[src/rtl/fetch_sequencer_if.sv]
// fetch_sequencer_if: bundles the instruction-ROM request/acknowledge bus and
// the execute-stage valid/ready handshake driven by the fetch sequencer.
// master = sequencer side, slave = ROM / execute side.
interface fetch_sequencer_if #(
  parameter int ADDR_W = 8
);
  logic [ADDR_W-1:0] rom_addr;
  logic              rom_req;
  logic              rom_ack;
  logic [15:0]       rom_data;
  logic              ir_load;
  logic              instr_valid;
  logic              exec_ready;
  logic              branch_taken;
  logic [ADDR_W-1:0] branch_target;

  modport master (
    output rom_addr, rom_req, ir_load, instr_valid,
    input  rom_ack, rom_data, exec_ready, branch_taken, branch_target
  );

  modport slave (
    input  rom_addr, rom_req, ir_load, instr_valid,
    output rom_ack, rom_data, exec_ready, branch_taken, branch_target
  );
endinterface

[src/rtl/fetch_sequencer.sv]
// fetch_sequencer: control FSM that owns the program counter, requests each
// instruction from the ROM, pulses the instruction-register load and hands the
// captured instruction to the execute stage. Stops on the HALT_OP opcode.
// Optional macro FETCH_SEQ_TIMEOUT_EN adds a ROM-acknowledge watchdog that
// raises a sticky fault and halts; without it fault is tied low.
module fetch_sequencer #(
  parameter int         ADDR_W  = 8,
  parameter logic [3:0] HALT_OP = 4'hF,
  parameter int         TIMEOUT = 15
) (
  input  logic              clk,
  input  logic              rstn,
  input  logic              start,
  fetch_sequencer_if.master bus,
  output logic [ADDR_W-1:0] pc,
  output logic              halted,
  output logic              fault
);

  typedef enum logic [1:0] {IDLE, FETCH, ISSUE, HALT} state_t;

  state_t state;
  state_t state_next;
  logic   ack_fire;
  logic   issue_fire;
  logic   restart;
  logic   timeout_hit;

  // rom_req is exactly "in FETCH", so an ack only counts while fetching
  assign ack_fire   = (state == FETCH) && bus.rom_ack;
  assign issue_fire = (state == ISSUE) && bus.exec_ready;
  assign restart    = start && ((state == IDLE) || (state == HALT));

`ifdef FETCH_SEQ_TIMEOUT_EN
  localparam int CNT_W = $clog2(TIMEOUT + 1);

  logic [CNT_W-1:0] wait_cnt;

  // the wait that would bring the count up to TIMEOUT is the one that trips
  assign timeout_hit = (state == FETCH) && !bus.rom_ack &&
                       (wait_cnt == CNT_W'(TIMEOUT - 1));

  // count unacknowledged request cycles; held at zero outside FETCH
  always_ff @(posedge clk or negedge rstn) begin
    if (!rstn)
      wait_cnt <= '0;
    else if (state != FETCH)
      wait_cnt <= '0;
    else if (!bus.rom_ack)
      wait_cnt <= wait_cnt + 1'b1;
  end

  // sticky fault flag, cleared only by reset or a restart
  always_ff @(posedge clk or negedge rstn) begin
    if (!rstn)
      fault <= 1'b0;
    else if (timeout_hit)
      fault <= 1'b1;
    else if (restart)
      fault <= 1'b0;
  end
`else
  assign timeout_hit = 1'b0;
  assign fault       = 1'b0;
`endif

  // state register
  always_ff @(posedge clk or negedge rstn) begin
    if (!rstn)
      state <= IDLE;
    else
      state <= state_next;
  end

  // next-state selection
  always_comb begin
    state_next = state;
    case (state)
      IDLE:    if (start) state_next = FETCH;
      FETCH: begin
        if (ack_fire)
          state_next = (bus.rom_data[15:12] == HALT_OP) ? HALT : ISSUE;
        else if (timeout_hit)
          state_next = HALT;
      end
      ISSUE:   if (bus.exec_ready) state_next = FETCH;
      HALT:    if (start) state_next = FETCH;
      default: state_next = IDLE;
    endcase
  end

  // outputs decoded from the registered state, plus the same-cycle IR load
  always_comb begin
    bus.rom_req     = (state == FETCH);
    bus.rom_addr    = pc;
    bus.ir_load     = ack_fire;
    bus.instr_valid = (state == ISSUE);
    halted          = (state == HALT);
  end

  // program counter: zero while idle, step on ack, redirect on accepted branch
  always_ff @(posedge clk or negedge rstn) begin
    if (!rstn)
      pc <= '0;
    else if (state == IDLE)
      pc <= '0;
    else if (ack_fire)
      pc <= pc + 1'b1;
    else if (issue_fire && bus.branch_taken)
      pc <= bus.branch_target;
    else if (restart)
      pc <= '0;
  end

endmodule

[src/flat_wrapper.sv]
// flat-port wrapper written by rule: the top's interface ports become plain ports
module fetch_sequencer_flat 
#(
  parameter int         ADDR_W  = 8,
  parameter logic [3:0] HALT_OP = 4'hF,
  parameter int         TIMEOUT = 15
)
  (clk, rstn, start, pc, halted, fault, bus_rom_addr, bus_rom_req, bus_ir_load, bus_instr_valid, bus_rom_ack, bus_rom_data, bus_exec_ready, bus_branch_taken, bus_branch_target);
  fetch_sequencer_if #(.ADDR_W(ADDR_W)) bus_i ();
  input  logic clk;
  input  logic rstn;
  input  logic start;
  output logic [ADDR_W-1:0] pc;
  output logic halted;
  output logic fault;
  output wire logic [$bits(bus_i.rom_addr)-1:0] bus_rom_addr;
  output wire logic [$bits(bus_i.rom_req)-1:0] bus_rom_req;
  output wire logic [$bits(bus_i.ir_load)-1:0] bus_ir_load;
  output wire logic [$bits(bus_i.instr_valid)-1:0] bus_instr_valid;
  input wire logic [$bits(bus_i.rom_ack)-1:0] bus_rom_ack;
  input wire logic [$bits(bus_i.rom_data)-1:0] bus_rom_data;
  input wire logic [$bits(bus_i.exec_ready)-1:0] bus_exec_ready;
  input wire logic [$bits(bus_i.branch_taken)-1:0] bus_branch_taken;
  input wire logic [$bits(bus_i.branch_target)-1:0] bus_branch_target;
  assign bus_rom_addr = bus_i.rom_addr;
  assign bus_rom_req = bus_i.rom_req;
  assign bus_ir_load = bus_i.ir_load;
  assign bus_instr_valid = bus_i.instr_valid;
  assign bus_i.rom_ack = bus_rom_ack;
  assign bus_i.rom_data = bus_rom_data;
  assign bus_i.exec_ready = bus_exec_ready;
  assign bus_i.branch_taken = bus_branch_taken;
  assign bus_i.branch_target = bus_branch_target;
  fetch_sequencer #(.ADDR_W(ADDR_W), .HALT_OP(HALT_OP), .TIMEOUT(TIMEOUT)) u_core (.clk(clk), .rstn(rstn), .start(start), .bus(bus_i), .pc(pc), .halted(halted), .fault(fault));
endmodule
[config.mk]
export PLATFORM = sky130hd
export DESIGN_NAME = fetch_sequencer_flat
export DESIGN_NICKNAME = d
export VERILOG_FILES = /design/src/rtl/fetch_sequencer_if.sv /design/src/rtl/fetch_sequencer.sv /design/src/flat_wrapper.sv
export SDC_FILE = /design/constraint.sdc
export NUM_CORES = 1
export LEC_CHECK = 0
export CAP_MARGIN = 20
export CORE_MARGIN = 2
export CORE_UTILIZATION = 35
export DETAILED_ROUTE_END_ITERATION = 10
export PLACE_DENSITY = 0.87
export SYNTH_ARGS = -nofsm -noshare
export SYNTH_HDL_FRONTEND = slang
export SYNTH_SLANG_ARGS = --single-unit
[constraint.sdc]
create_clock -name clk -period 1.84 [get_ports clk]
set_clock_uncertainty 0.15 [all_clocks]
set_input_delay 0.184 -clock clk [delete_from_list [all_inputs] [get_ports clk]]
set_output_delay 0.184 -clock clk [all_outputs]
set_load 0.01 [all_outputs]
==> results of run 1 <==
[Yosys cell counts (all sizes together)]
master / n / area [µm²]
buf: 9 / 67.6
and4: 1 / 10.0
o21ai: 5 / 25.0
nor2: 5 / 18.8
ha: 5 / 62.6
nor3: 3 / 26.3
nand3: 5 / 30.0
clkinv: 1 / 8.76
and2: 2 / 13.8
and3: 1 / 6.26
or4: 1 / 7.51
a32oi: 1 / 8.76
o211ai: 1 / 7.51
nand2: 8 / 32.5
a41oi: 1 / 8.76
inv: 5 / 18.8
o311ai: 2 / 17.5
conb: 1 / 3.75
a22oi: 1 / 7.51
nor2b: 1 / 6.26
mux2: 2 / 22.5
dfrtp: 10 / 250
nor4: 1 / 21.3
a221oi: 1 / 8.76
a21oi: 6 / 30.0
and3b: 1 / 8.76
nand3b: 1 / 20.0
o22ai: 1 / 6.26
a221o: 1 / 10.0
nand4: 2 / 12.5
[path summary, 6_finish.rpt]
| check | endpoint | slack, ps | cells past startpoint |
|---|---|---|---|
| setup / recovery | u_core.bus.rom_addr[6] | 50 | 6 |
| hold / removal | u_core.bus.rom_addr[2] | 100 | 1 |
| setup reg to reg | u_core.bus.rom_addr[6] | 50 | 6 |
| hold reg to reg | u_core.bus.rom_addr[7] | 430 | 1 |
| max in group asynchronous | u_core.bus.rom_addr[4] | 1120 | 1 |
| min in group clk | u_core.bus.rom_addr[5] | 330 | 3 |
[per-layer routing]
layer,global-route usage,vias to the layer above
met5,0,-
met4,0.0450,0
met3,0.0439,2
met2,0.310,25
met1,0.187,373
li1,-,385
[area by class of cell]
class	instances	area, µm²	area share
Inverter	6	27.5	0.0224
Sequential cell	10	250	0.203
Tap cell	28	35.0	0.0285
Clock buffer	4	36.3	0.0295
Multi-Input combinational cell	60	438	0.356
Timing Repair Buffer	47	444	0.361
[stage by stage]
stage / worst slack (ps) / utilization / instances / cell area (µm²) / hold WS (ps)
after floorplan: 101 / - / 85 / 778 / -262
after global placement: 53.5 / 0.540 / 147 / 1160 / 377
after detailed placement: 27.9 / 0.540 / 147 / 1160 / 381
after CTS: 0.164 / 0.559 / 152 / 1200 / 102
after global routing: -37.8 / 0.573 / 155 / 1230 / 117
final: 53.2 / 0.573 / 155 / 1230 / 98.4
[cell families after synthesis]
logic type	synth area share
flops	0.322
buf+inv	0.122
mux	0.0289
fa+ha+maj	0.0804
other cells	0.00482
compound gates	0.167
simple gates	0.275
[cells in the final DEF (no fill, tap or decap), types with 2 or more instances in the layout]
cell,n
buf_4,10
nor2_1,5
clkdlybuf4s50_1,33
nand3_1,4
a21oi_1,6
ha_1,5
nand2_1,7
inv_1,4
nor3_1,2
dlygate4sd2_1,3
clkbuf_4,3
o21ai_1,2
nand4_1,2
dfrtp_1,10
o311ai_0,2
o21ai_0,3
mux2_2,2
[registers in the layout, indices dropped and copies added (netlist names)]
name,flops
u_core.bus.rom_addr,8
u_core.state,2
[power by group]
group          switching, µW  leakage, µW  internal [µW]
registers               77.4     0.000133            281
logic                    438     0.000398            512
clock network           76.1    0.0000210            120
[repair_timing]
| item | 4_1_cts | 5_1_grt |
|---|---|---|
| setup buffers | 1 | 3 |
| setup endpoints to repair | 3 | 10 |
| gates resized for setup | 3 | 6 |
| pin swaps | 0 | 2 |
==> impl_metrics.ini, run 1 <==
[critical_path]
crit_slowest_cell = dfrtp_1
cp.buffers_inverters = 1
crit_start = u_core.state[0]
required_ps = 1890
path_max_fanout = 6
r2r_start = u_core.state[0]
endpoint_kind = flop
cp_top_family = simple AND/OR/NAND/NOR gates
path_class = reg2reg
cp-start-kind = flop
crit_chain = inv_2 -> ha_1 -> nand3b_4 -> or4_1 -> nand2_1 -> a221o_1
cpPeakStageDelay_ps = 420
worst_ep_arrival_time_ps = 1830

[synth]
ys_warn_count = 0
synth.distinct_cells = 34
synth_fp_nets = 120
synthCells = 85
ys_seq_area_frac = 0.322
ys_ff_latch = 10
netlist_area_um2 = 778
syn_area_per_cell_um2 = 9.16

[cts]
numCtsBuffers = 3
cts_tree = done
clock_path_buffers = 2
clk_latency_ps = 260
ctsHoldBuffers = 0
clk_pin_slew_worst_paths_ps = 70
clock-root-buffer = clkbuf_4
clkSinkCount = 10
htreeDepth = 1

[routing]
dr.pass1.iters = 4
wl_mm = 1.95
wl_met2_mm = 1.02
drt_iter0_markers = 6
drc_errors = 0
routed.top_layer = met4
met1_length_um = 775
antenna_left = 0
wl_per_cell_um = 12.6
routed-wl-met3_um = 142
num_vias = 785
vias_per_cell = 5.06

[die]
start_util = 0.362
ioPinCount = 51
rows = 17
core_um2 = 2150
fp.dieArea_um2 = 2620
fp.dieH_um = 51.2
die_x_um = 51.2

[pwr]
total_power_uw = 1510
power_leakage_uw = 0.000552
power_density_nw_per_um2 = 1220
peakVddDrop_uv = 536

[grt]
grt_overflow_total = 0
antenna_found_initial = 0
grt_pass1_wl_mm = 3.34
grt_pass1_vias = 746
grt_max_degree = 11
gr-usage-all-layers = 0.167

[placement]
dp_hpwl_mm = 1.58
port_buffers = 37
place_congestion = 0.766

[sta]
setup_viol = 0
fin_tns_setup_ps = 0
period_share = 0.971
rsz0062_at_grt = yes
hold_viol_final = 0
period_minus_slack_ps = 1790
fmax_mhz = 560
final_max_slew_viol_count = 0

[finish]
drive_above_1_share = 0.205
synthToLayoutAreaGrowth_pct = 58.2
antenna_cells = 0
n_fill_cell = 175
finalNetCount = 163

[worst_hold_path]
hold_path.class = in2async

[run_status]
outcome = complete, no violations

[flow_run]
maxCapViolCount = 0
Note: power is estimated with default switching activity, not from simulation.
==> run 2: changes to the inputs <==
TNS_END_PERCENT = 30   (was unset)
==> run 2 against run 1 <==
- cell area is 1.5% lower
- sequential power hardly changed
- global-route usage stayed put
- total power is 1.1% lower
- largest cell class is now multi-input gates
==> impl_metrics.ini, run 2 (synthesis results as in run 1) <==
[die]
core_um2 = 2150
start_util = 0.362
fp.dieArea_um2 = 2620
fp.dieH_um = 51.2
rows = 17
die_x_um = 51.2
ioPinCount = 51

[cts]
clkSinkCount = 10
clock_path_buffers = 2
numCtsBuffers = 3
clk_latency_ps = 260
cts_tree = done
ctsHoldBuffers = 0
htreeDepth = 1
clk_pin_slew_worst_paths_ps = 70
clock-root-buffer = clkbuf_4

[critical_path]
path_class = reg2out
worst_ep_arrival_time_ps = 1470
cp-start-kind = flop
cp.buffers_inverters = 2
path_max_fanout = 8
cp_top_family = flip-flops
cpPeakStageDelay_ps = 430
endpoint_kind = output pin
crit_slowest_cell = dfrtp_1
required_ps = 1510
crit_chain = ha_1 -> nand2_2 -> clkinv_4 -> dlygate4sd2_1

[routing]
num_vias = 775
drt_iter0_markers = 4
dr.pass1.iters = 4
drc_errors = 0
antenna_left = 0
wl_per_cell_um = 12.7
vias_per_cell = 5.07
wl_mm = 1.94

[finish]
synthToLayoutAreaGrowth_pct = 55.8
final_common_cell = clkdlybuf4s50_1
layout_common_cells = clkdlybuf4s50_1, dfrtp_1, buf_4
finalNetCount = 161
antenna_cells = 0
drive_above_1_share = 0.192
largest_reg_flops = 8

[sta]
rsz0062_at_grt = yes
setup_ws_ps = 32.5
period_share = 0.982
period_minus_slack_ps = 1810
fmax_mhz = 553
final_max_slew_viol_count = 0
hold_viol_final = 0
setup_viol = 0

[run_status]
outcome = complete, no violations

[grt]
grt_overflow_total = 0
grt_max_degree = 11
grt_pass1_vias = 746
gr-usage-all-layers = 0.167
antenna_found_initial = 0
grt_pass1_wl_mm = 3.34

[pwr]
power_leakage_uw = 0.000545
power_density_nw_per_um2 = 1230
peakVddDrop_uv = 539
total_power_uw = 1490

[worst_hold_path]
hold_path.class = in2async

[placement]
place_congestion = 0.766
dp_slack_ps = 27.9
dp_hpwl_mm = 1.58
port_buffers = 37

[flow_run]
maxCapViolCount = 0
-- run 2: cell types whose count changed in the layout (fill, tap and decap cells not counted) --
| cell | change |
|---|---|
| buf_4 | -2 |
| and3_2 | +1 |
| and3_4 | -1 |
-- run 2: power breakdown --
| group | total, µW | switching [µW] | internal, µW | leakage [µW] |
|---|---|---|---|---|
| Sequential | 357 | 75.8 | 281 | 0.000133 |
| Combinational | 933 | 435 | 497 | 0.000390 |
| Clock | 199 | 79.3 | 120 | 0.0000210 |
-- run 2: metrics by stage --
stage	hold slack [ps]	setup TNS (ps)	cell area (µm²)	utilization	std cells
after floorplan	-262	0	778	-	85
after global placement	377	0	1160	0.540	147
after detailed placement	381	0	1160	0.540	147
after CTS	102	0	1200	0.559	152
after global routing	113	-97.9	1210	0.564	153
final	94.0	0	1210	0.564	153
-- run 2: worst paths after layout --
check	depth (start not counted)	slack, ps	from	to
max	4	30	u_core.state[0]	bus_ir_load
min	1	90	rstn	u_core.bus.rom_addr[6]
max reg2reg	6	60	u_core.state[0]	u_core.bus.rom_addr[6]
min reg2reg	1	430	u_core.bus.rom_addr[7]	u_core.bus.rom_addr[7]
max in group asynchronous	1	1120	rstn	u_core.bus.rom_addr[0]
min in group clk	3	330	bus_branch_target[5]	u_core.bus.rom_addr[5]
-- run 2: what timing repair did --
action	in CTS	in global routing
buffers inserted	1	1
endpoints found under the hold margin	0	0
setup endpoints to repair	3	10
gates resized for setup	3	5
pin swaps	0	3
-- run 2: cell type report --
class                   instances  area, µm²
multi-input cells              60        434
flip-flops and latches         10        250
fillers                       181        936
inverters                       6       27.5
repair buffers                 45        429
clock buffers                   4       36.3
well taps                      28       35.0
-- run 2: per-layer routing --
layer,global-route usage,wire length (µm),up-vias
li1,-,-,379
met2,0.310,1010,28
met1,0.187,771,366
met5,0,0,-
met4,0.0450,14,0
met3,0.0439,141,2
-- run 2: worst reg2reg max path, stage by stage (launching register included) --
cell and delay [ps]:
dfrtp_1 420, inv_2 60, ha_1 290, nand3b_4 220, or4_1 410, nand2_1 80
a221o_1 100
==> run 3: changes to the inputs <==
RECOVER_POWER = 50   (was unset)
==> run 3 against run 2 <==
- cell count unchanged
- total power down 0.79%
- combinational power down 1%
- hold slack better by 69 ps
- setup slack better by 1.8 ps
- first-iteration DRC count unchanged
- critical path depth unchanged
- fmax about the same
- sequential share of layout area about the same
- via count up 0.13%
==> impl_metrics.ini, run 3 (synthesis results as in run 1) <==
[finish]
fin_area_um2 = 1210
n_fill_cell = 182
finalNetCount = 161
drive_above_1_share = 0.192
antenna_cells = 0
largest_reg_flops = 8
synthToLayoutAreaGrowth_pct = 55.5
regArea_um2 = 250
multi_input_area_um2 = 434
layout_common_cells = clkdlybuf4s50_1, dfrtp_1, buf_4
final_common_cell = clkdlybuf4s50_1

[worst_hold_path]
hold_path.class = in2async

[placement]
place_congestion = 0.766
dp_hpwl_mm = 1.58
postPlaceCellArea_um2 = 1160
port_buffers = 37

[grt]
grt_pass1_wl_mm = 3.34
busiest_layer = met2
use_met3 = 0.0439
gr-usage-all-layers = 0.167
grt_max_degree = 11
grt_overflow_total = 0
antenna_found_initial = 0
grt_use_met1 = 0.187
use_met2 = 0.310
grt_pass1_vias = 746

[sta]
setup_viol = 0
fmax_mhz = 554
period_share = 0.981
hold_viol_final = 0
final_max_slew_viol_count = 0
rsz0062_at_grt = yes
fin_tns_setup_ps = 0
period_minus_slack_ps = 1810

[pwr]
power_leakage_uw = 0.000549
power_density_nw_per_um2 = 1220
peakVddDrop_uv = 533

[die]
die_x_um = 51.2
fp.dieArea_um2 = 2620
ioPinCount = 51
rows = 17
start_util = 0.362
fp.dieH_um = 51.2
core_um2 = 2150

[cts]
clk_pin_slew_worst_paths_ps = 70
clock-root-buffer = clkbuf_4
numCtsBuffers = 3
clock_path_buffers = 2
cts_tree = done
clkSinkCount = 10
htreeDepth = 1
clk_latency_ps = 260

[flow_run]
maxCapViolCount = 0

[routing]
dr.pass1.iters = 4
vias_per_cell = 5.07
wl_mm = 1.93
drc_errors = 0
drt_iter0_markers = 4
wl_per_cell_um = 12.6
num_vias = 776
antenna_left = 0

[critical_path]
required_ps = 1510
path_max_fanout = 8
cp-start-kind = flop
worst_ep_arrival_time_ps = 1470
endpoint_kind = output pin
path_class = reg2out
r2r_cells = 6

[run_status]
outcome = complete, no violations
## run 3: where the power goes
group          internal, µW  switching, µW
clock network           120           79.3
registers               281           75.2
logic                   487            435
total                   888            590
## run 3: final timing paths
| path | from | endpoint | slack [ps] |
|---|---|---|---|
| max | u_core.state[0] | bus_ir_load | 30 |
| min | rstn | u_core.bus.rom_addr[6] | 160 |
| max reg2reg | u_core.state[0] | u_core.bus.rom_addr[6] | 60 |
| min reg2reg | u_core.bus.rom_addr[7] | u_core.bus.rom_addr[7] | 420 |
| max in group asynchronous | rstn | u_core.bus.rom_addr[0] | 1050 |
| min in group clk | bus_branch_target[5] | u_core.bus.rom_addr[5] | 330 |
## run 3: layer usage
layer | share of wire | vias to the layer above
li1 | - | 379
met3 | 0.072 | 2
met2 | 0.52 | 28
met1 | 0.40 | 367
met4 | 0.0072 | 0
met5 | 0 | -
## run 3: critical path: stages (launching register included)
cell           delay [ps]
dfrtp_1               430
ha_1                  250
nand2_2               130
clkinv_4              110
dlygate4sd2_1         300
## run 3: stage by stage
stage	hold WS, ps	std cells	total power, µW	setup slack, ps	util
finish	163	153	1480	34.2	0.563
floorplan	-262	85	892	101	-
detailed placement	381	147	1280	27.9	0.540
global placement	377	147	1230	53.5	0.540
CTS	102	152	1470	0.164	0.559
global route	183	153	1590	-37.8	0.563
## run 3: area by class of cell
class,instances,share of cell area
multi-input combinational,60,0.359
timing repair buffer,45,0.353
sequential,10,0.207
clock buffer,4,0.0300
tap,28,0.0290
inverter,6,0.0228
## run 3: timing repair
action	CTS	global route
endpoints found under the setup margin	3	10
hold buffers	0	0
setup buffers	1	1
gates resized for setup	3	5
pin swaps	0	3
